File: config.mk
export PLATFORM = sky130hd
export DESIGN_NAME = rvx_spi_target
export DESIGN_NICKNAME = d
export VERILOG_FILES = /design/src/rtl/rvx_spi_target.sv
export SDC_FILE = /design/constraint.sdc
export NUM_CORES = 1
export LEC_CHECK = 0
export ABC_AREA = 0
export CAP_MARGIN = 40
export CORE_MARGIN = 4
export CORE_UTILIZATION = 50
export CTS_CLUSTER_DIAMETER = 200
export DETAILED_ROUTE_END_ITERATION = 10
export PLACE_DENSITY = 0.83
export SYNTH_ARGS = -nofsm -noshare
export SYNTH_HDL_FRONTEND = slang
export SYNTH_SLANG_ARGS = --single-unit
File: constraint.sdc
create_clock -name clock -period 3.2 [get_ports clock]
set_clock_uncertainty 0.1 [all_clocks]
set_input_delay 0.32 -clock clock [delete_from_list [all_inputs] [get_ports clock]]
set_output_delay 0.32 -clock clock [all_outputs]
set_load 0.01 [all_outputs]
File: src/rtl/rvx_spi_target.sv
// -----------------------------------------------------------------------------
// rvx_spi_target
//   SPI target (slave), mode 0 (CPOL=0, CPHA=0), MSB first. It answers the rvx
//   SPI controller. All SPI pins are brought into the local clock domain
//   through SYNC_STAGES-deep synchronisers. Edges are detected on the
//   synchronised copies. The local side sees two decoupled queues:
//     - an RX valid/ready output holding the last received word
//     - a 1-deep TX holding register written with tx_valid/tx_ready
//
// Ports
//   clock        in   system clock
//   reset_n      in   asynchronous active-low reset
//   sclk         in   SPI clock from the controller (idles low)
//   mosi         in   SPI data from the controller
//   cs           in   chip select, active-low
//   miso         out  SPI data to the controller (registered)
//   rx_data      out  last received word
//   rx_valid     out  rx_data holds an unconsumed word
//   rx_ready     in   consumer accepts rx_data when rx_valid && rx_ready
//   tx_data      in   next word to transmit
//   tx_valid     in   tx_data presented
//   tx_ready     out  holding register empty; write on tx_valid && tx_ready
//   rx_overrun   out  1-cycle pulse: a completed word was dropped
//   tx_underrun  out  1-cycle pulse: a word started with an empty holding reg
//   busy         out  1 while the synchronised cs is low
// -----------------------------------------------------------------------------
module rvx_spi_target #(
    parameter int unsigned           DATA_WIDTH  = 8,
    parameter int unsigned           SYNC_STAGES = 2,
    parameter logic [DATA_WIDTH-1:0] IDLE_WORD   = {DATA_WIDTH{1'b1}}
) (
    input  logic                  clock,
    input  logic                  reset_n,
    input  logic                  sclk,
    input  logic                  mosi,
    input  logic                  cs,
    output logic                  miso,
    output logic [DATA_WIDTH-1:0] rx_data,
    output logic                  rx_valid,
    input  logic                  rx_ready,
    input  logic [DATA_WIDTH-1:0] tx_data,
    input  logic                  tx_valid,
    output logic                  tx_ready,
    output logic                  rx_overrun,
    output logic                  tx_underrun,
    output logic                  busy
);

    localparam int unsigned      CNT_W    = (DATA_WIDTH > 1) ? $clog2(DATA_WIDTH) : 1;
    localparam logic [CNT_W-1:0] LAST_BIT = CNT_W'(DATA_WIDTH - 1);
    localparam logic [CNT_W-1:0] CNT_ONE  = CNT_W'(1);

    typedef enum logic [0:0] {
        ST_IDLE   = 1'b0,
        ST_ACTIVE = 1'b1
    } state_e;

    // ------------------------------------------------------------------
    // Synchronisers and edge-detect history
    // ------------------------------------------------------------------
    logic [SYNC_STAGES-1:0] sclk_sync_q;
    logic [SYNC_STAGES-1:0] mosi_sync_q;
    logic [SYNC_STAGES-1:0] cs_sync_q;
    logic                   sclk_prev_q;
    logic                   cs_prev_q;

    logic sclk_s;
    logic mosi_s;
    logic cs_s;

    // Pin synchronisers; cs resets high (deselected) so reset never looks like a cs fall.
    always_ff @(posedge clock or negedge reset_n) begin
        if (!reset_n) begin
            sclk_sync_q <= {SYNC_STAGES{1'b0}};
            mosi_sync_q <= {SYNC_STAGES{1'b0}};
            cs_sync_q   <= {SYNC_STAGES{1'b1}};
            sclk_prev_q <= 1'b0;
            cs_prev_q   <= 1'b1;
        end else begin
            sclk_sync_q <= {sclk_sync_q[SYNC_STAGES-2:0], sclk};
            mosi_sync_q <= {mosi_sync_q[SYNC_STAGES-2:0], mosi};
            cs_sync_q   <= {cs_sync_q[SYNC_STAGES-2:0], cs};
            sclk_prev_q <= sclk_sync_q[SYNC_STAGES-1];
            cs_prev_q   <= cs_sync_q[SYNC_STAGES-1];
        end
    end

    assign sclk_s = sclk_sync_q[SYNC_STAGES-1];
    assign mosi_s = mosi_sync_q[SYNC_STAGES-1];
    assign cs_s   = cs_sync_q[SYNC_STAGES-1];

    // ------------------------------------------------------------------
    // State
    // ------------------------------------------------------------------
    state_e                state_q;
    state_e                state_d;
    logic [CNT_W-1:0]      bit_cnt_q;
    logic [DATA_WIDTH-1:0] rx_shift_q;
    logic [DATA_WIDTH-1:0] tx_shift_q;
    logic [DATA_WIDTH-1:0] tx_shift_d;
    logic [DATA_WIDTH-1:0] tx_hold_q;
    logic                  start_pend_q;  // a word completed; next sclk fall starts a new one
    logic                  under_pend_q;  // IDLE_WORD loaded on a fall; report once clocked
    logic                  miso_q;
    logic [DATA_WIDTH-1:0] rx_data_q;
    logic                  rx_valid_q;
    logic                  tx_ready_q;
    logic                  rx_overrun_q;
    logic                  tx_underrun_q;
    logic                  busy_q;

    // ------------------------------------------------------------------
    // Event decode (each fires for exactly one cycle)
    // ------------------------------------------------------------------
    logic                  sclk_rise_s;
    logic                  sclk_fall_s;
    logic                  cs_fall_s;
    logic                  cs_rise_s;
    logic                  active_s;
    logic                  abort_s;
    logic                  bit_rise_s;
    logic                  word_done_s;
    logic                  cs_start_s;
    logic                  fall_start_s;
    logic                  word_start_s;
    logic                  tx_write_s;
    logic                  rx_accept_s;
    logic [DATA_WIDTH-1:0] rx_word_s;

    assign sclk_rise_s  = sclk_s & ~sclk_prev_q;
    assign sclk_fall_s  = ~sclk_s & sclk_prev_q;
    assign cs_fall_s    = cs_prev_q & ~cs_s;
    assign cs_rise_s    = ~cs_prev_q & cs_s;
    assign active_s     = (state_q == ST_ACTIVE);
    // A cs rise wins over any sclk edge seen in the same cycle.
    assign abort_s      = active_s & cs_rise_s;
    assign bit_rise_s   = active_s & ~cs_rise_s & sclk_rise_s;
    assign word_done_s  = bit_rise_s & (bit_cnt_q == LAST_BIT);
    assign cs_start_s   = (state_q == ST_IDLE) & cs_fall_s;
    assign fall_start_s = active_s & ~cs_rise_s & sclk_fall_s & start_pend_q;
    assign word_start_s = cs_start_s | fall_start_s;
    assign tx_write_s   = tx_valid & tx_ready_q;
    assign rx_accept_s  = ~rx_valid_q | rx_ready;
    assign rx_word_s    = {rx_shift_q[DATA_WIDTH-2:0], mosi_s};

    // Next FSM state and next TX shifter contents (miso is registered from the latter).
    always_comb begin
        state_d    = state_q;
        tx_shift_d = tx_shift_q;
        case (state_q)
            ST_IDLE: begin
                if (cs_fall_s) begin
                    state_d = ST_ACTIVE;
                end else begin
                    state_d = ST_IDLE;
                end
            end
            ST_ACTIVE: begin
                if (cs_rise_s) begin
                    state_d = ST_IDLE;
                end else begin
                    state_d = ST_ACTIVE;
                end
            end
            default: begin
                state_d = ST_IDLE;
            end
        endcase

        if (abort_s) begin
            tx_shift_d = {DATA_WIDTH{1'b0}};
        end else if (word_start_s) begin
            // Holding register full -> send it; empty -> send the idle pattern.
            if (tx_ready_q) begin
                tx_shift_d = IDLE_WORD;
            end else begin
                tx_shift_d = tx_hold_q;
            end
        end else if (active_s && sclk_fall_s) begin
            tx_shift_d = {tx_shift_q[DATA_WIDTH-2:0], 1'b0};
        end else begin
            tx_shift_d = tx_shift_q;
        end
    end

    // Transfer FSM, shifters, RX/TX queues and registered outputs.
    always_ff @(posedge clock or negedge reset_n) begin
        if (!reset_n) begin
            state_q       <= ST_IDLE;
            bit_cnt_q     <= {CNT_W{1'b0}};
            rx_shift_q    <= {DATA_WIDTH{1'b0}};
            tx_shift_q    <= {DATA_WIDTH{1'b0}};
            tx_hold_q     <= {DATA_WIDTH{1'b0}};
            start_pend_q  <= 1'b0;
            under_pend_q  <= 1'b0;
            miso_q        <= 1'b0;
            rx_data_q     <= {DATA_WIDTH{1'b0}};
            rx_valid_q    <= 1'b0;
            tx_ready_q    <= 1'b1;
            rx_overrun_q  <= 1'b0;
            tx_underrun_q <= 1'b0;
            busy_q        <= 1'b0;
        end else begin
            state_q       <= state_d;
            tx_shift_q    <= tx_shift_d;
            miso_q        <= (state_d == ST_ACTIVE) ? tx_shift_d[DATA_WIDTH-1] : 1'b0;
            busy_q        <= (state_d == ST_ACTIVE);
            rx_overrun_q  <= 1'b0;
            tx_underrun_q <= 1'b0;

            // Bit counter and receive shifter; a cs rise throws away a partial word.
            if (abort_s) begin
                bit_cnt_q    <= {CNT_W{1'b0}};
                rx_shift_q   <= {DATA_WIDTH{1'b0}};
                start_pend_q <= 1'b0;
            end else if (bit_rise_s) begin
                rx_shift_q <= rx_word_s;
                if (word_done_s) begin
                    bit_cnt_q    <= {CNT_W{1'b0}};
                    start_pend_q <= 1'b1;
                end else begin
                    bit_cnt_q <= bit_cnt_q + CNT_ONE;
                end
            end else if (word_start_s) begin
                start_pend_q <= 1'b0;
            end

            // RX queue: a word completing while the previous one is still held is dropped.
            if (word_done_s) begin
                if (rx_accept_s) begin
                    rx_data_q  <= rx_word_s;
                    rx_valid_q <= 1'b1;
                end else begin
                    rx_overrun_q <= 1'b1;
                end
            end else if (rx_valid_q && rx_ready) begin
                rx_valid_q <= 1'b0;
            end

            // Underrun: reported at once for a cs-fall start. The sclk fall that follows the
            // last bit of a transfer is also a word start; its underrun is held back until the
            // controller actually clocks that word, so a plain single-word transfer stays quiet.
            if (abort_s) begin
                under_pend_q <= 1'b0;
            end else if (cs_start_s) begin
                tx_underrun_q <= tx_ready_q;
                under_pend_q  <= 1'b0;
            end else if (fall_start_s) begin
                under_pend_q <= tx_ready_q;
            end else if (bit_rise_s && under_pend_q) begin
                tx_underrun_q <= 1'b1;
                under_pend_q  <= 1'b0;
            end

            // Holding register: a load empties it, a write fills it. Both never coincide on a
            // full register, so a same-cycle write lands in the register the load just saw empty.
            if (word_start_s && !tx_ready_q) begin
                tx_ready_q <= 1'b1;
            end
            if (tx_write_s) begin
                tx_hold_q  <= tx_data;
                tx_ready_q <= 1'b0;
            end
        end
    end

    assign miso        = miso_q;
    assign rx_data     = rx_data_q;
    assign rx_valid    = rx_valid_q;
    assign tx_ready    = tx_ready_q;
    assign rx_overrun  = rx_overrun_q;
    assign tx_underrun = tx_underrun_q;
    assign busy        = busy_q;

endmodule
==> summary.txt <==
Die
  • Die width: 74.5 um
  • Rows: 23
  • Core footprint: 4140 um2
  • Die height: 74.5 um
  • DIE AREA: 5560 um2
  • Starting Density: 0.534
  • Io pins: 29

Critical path
  • R2R Setup Slk: 0.80 ns
  • Worst path arrival time: 2.49 ns
  • Reg2Reg Depth: 3
  • Critical path endpoint category: flip-flop
  • Worst path required time: 3.29 ns
  • WS Path Type: reg2reg
  • Crit start category: flip-flop
  • CP max FO: 26

Synthesis
  • Seq cells post-synth: 50
  • Synth top area share: 0.520
  • Number of enable flip-flop cells after synthesis: 0
  • Primary FF master, synth: dfrtp_1
  • Post-synth cell types: 32
  • Mapped cell area: 2210 um2
  • Cell taking the most area after synthesis: dfrtp_1
  • Most instantiated library cell after synthesis: dfrtp_1
  • Syn Nets: 224
  • Syn. warnings: 0
  • Sequential-to-total area share from yosys stat: 0.568
  • Largest cells by area after synthesis: dfrtp_1, mux2_2, dfstp_2, nand2_1, o21ai_0
  • Synth top cells by count: dfrtp_1, nand2_1, mux2_2, nor2_1, o21ai_0
  • Avg Cell Area, Syn: 10.7 um2
  • Mapped Cells: 207
  • FFs w/ async S/R, synth: 1.00

Drt
  • DR WL/cell: 16.3 um
  • Final wirelength: 4.60 mm
  • Starting DRT DRC Count: 132
  • Antenna viol nets, final: 0
  • Drt pass-1 iters: 4
  • Via count: 1715
  • Post-route DRC: 0
  • Drt via density: 6.06

Clock network
  • Cts repair resizes: 0
  • CTS max path bufs: 2
  • Setup repair bufs after CTS: 0
  • CTS tree: yes
  • Hold_buf cts: 1
  • H-tree level count: 2
  • Sink Count: 50
  • CTS clock-pin slew for the worst setup and hold paths: 0.10 ns
  • Worst skew pair latency: 0.31 ns
  • Root Buffer: clkbuf_8
  • Number of buffers created by CTS: 5

STA
  • RSZ-0062 raised after global routing: false
  • Min Tclk post-route: 2.40 ns
  • Post-Route Setup TNS: 0 ns
  • Slew @ Worst Pin: 0.722 ns
  • Fmax: 417 MHz
  • Setup violations, final: 0
  • Post-route clock period utilization: 0.749
  • Final Max Slew Viols: 0
  • Final hold vios: 0
  • Slew margin rel.: 0.518

Global routing
  • First-pass GRT wire length: 8.09 mm
  • Vias in the first global route: 1614
  • GRT overflow: 0
  • Antenna violations before repair: 0
  • Total GRT Usage: 0.193
  • Largest net degree at the start of global routing: 29

Layout
  • Cell Count, Final, Fillers Out: 283
  • Layout area overhead: 18.0%
  • N_diodes: 0
  • Layout cells sized above 1: 0.142
  • Nets: 249

Placement
  • # port buffers: 28
  • Placer congestion estimate: 0.881
  • HPWL after DPL: 3.21 mm
  • Inst Count DP: 274

Power and ir drop
  • Peak VDD IR: 0.000410 V
  • P_leak: 1.18 nW
  • P per Cell Area: 588 nW/um2
  • Design Power: 1.54 mW

Outcome
  • Status: completed

Min path
  • Hold WC Path Type: reg2reg
  • Hold depth: 0

Run
  • Max cap viols: 0
registers in the layout (all words and copies together) (netlist names):
signal / count
tx_underrun: 1
cs_prev_q: 1
rx_data: 8
under_pend_q: 1
tx_shift_q: 8
tx_hold_q: 8
cs_sync_q: 2
sclk_prev_q: 1
tx_ready: 1
rx_shift_q: 7
rx_overrun: 1
mosi_sync_q: 2
sclk_sync_q: 2
start_pend_q: 1
busy: 1
miso: 1
bit_cnt_q: 3
rx_valid: 1
final timing paths:
kind | startpoint | to
setup / recovery | busy | rx_data[0]
hold / removal | sclk_sync_q[0] | sclk_sync_q[1]
setup reg to reg | busy | rx_data[0]
hold reg to reg | sclk_sync_q[0] | sclk_sync_q[1]
max in group asynchronous | reset_n | cs_sync_q[0]
min in group asynchronous | reset_n | rx_data[1]
layer usage:
| layer | up-vias | global-route usage | routed length (um) |
|---|---|---|---|
| met5 | - | 0 | 0 |
| met4 | 0 | 0.0692 | 84 |
| met3 | 8 | 0.0378 | 311 |
| met2 | 72 | 0.302 | 2220 |
| met1 | 848 | 0.270 | 1990 |
| li1 | 787 | - | - |
logic make-up after synthesis:
| logic type | Yosys count | synth area share |
|---|---|---|
| and+or+nand+nor | 75 | 0.170 |
| DFF | 50 | 0.568 |
| buffers and inverters | 16 | 0.0322 |
| adders and majority gates | 2 | 0.0113 |
| AOI/OAI and AO/OA | 46 | 0.128 |
| muxes | 18 | 0.0910 |
power breakdown:
group	switching, mW	internal (mW)
Clock	0.206	0.155
Sequential	0.107	0.754
Combinational	0.149	0.166
final cells by class:
class / count / area [um2]
Fill cell: 346 / 1530
Tap cell: 50 / 62.6
Inverter: 3 / 11.3
Clock buffer: 7 / 76.3
Timing Repair Buffer: 31 / 313
Multi-Input combinational cell: 141 / 886
Clock inverter: 1 / 7.51
Sequential cell: 50 / 1260
metrics by stage:
stage | setup WS (ns) | hold slack (ns) | util | instance area (um2)
after floorplan | 1.49 | -0.0756 | - | 2210
after global placement | 0.949 | 0.234 | 0.603 | 2500
after detailed placement | 0.884 | 0.236 | 0.608 | 2520
after CTS | 0.841 | 0.255 | 0.630 | 2610
after global routing | 0.633 | 0.261 | 0.630 | 2610
final | 0.803 | 0.254 | 0.630 | 2610
worst max-delay path, cell delays in order (launching register included):
cell	delay [ns]
dfrtp_1	0.82
and3_1	0.53
and3_1	0.45
mux2_2	0.38
cell usage in the layout (no fill, tap or decap), drive strengths merged, types with 7 or more instances in the layout:
| cell type | n |
|---|---|
| dfrtp | 46 |
| clkdlybuf4s50 | 27 |
| nand2 | 23 |
| nor2 | 17 |
| mux2 | 17 |
| o21ai | 17 |
| nand3 | 13 |
| a21oi | 9 |
| nand4b | 7 |
| o22ai | 7 |
| clkbuf | 7 |
No activity file was read; power rests on OpenSTA's default activity.
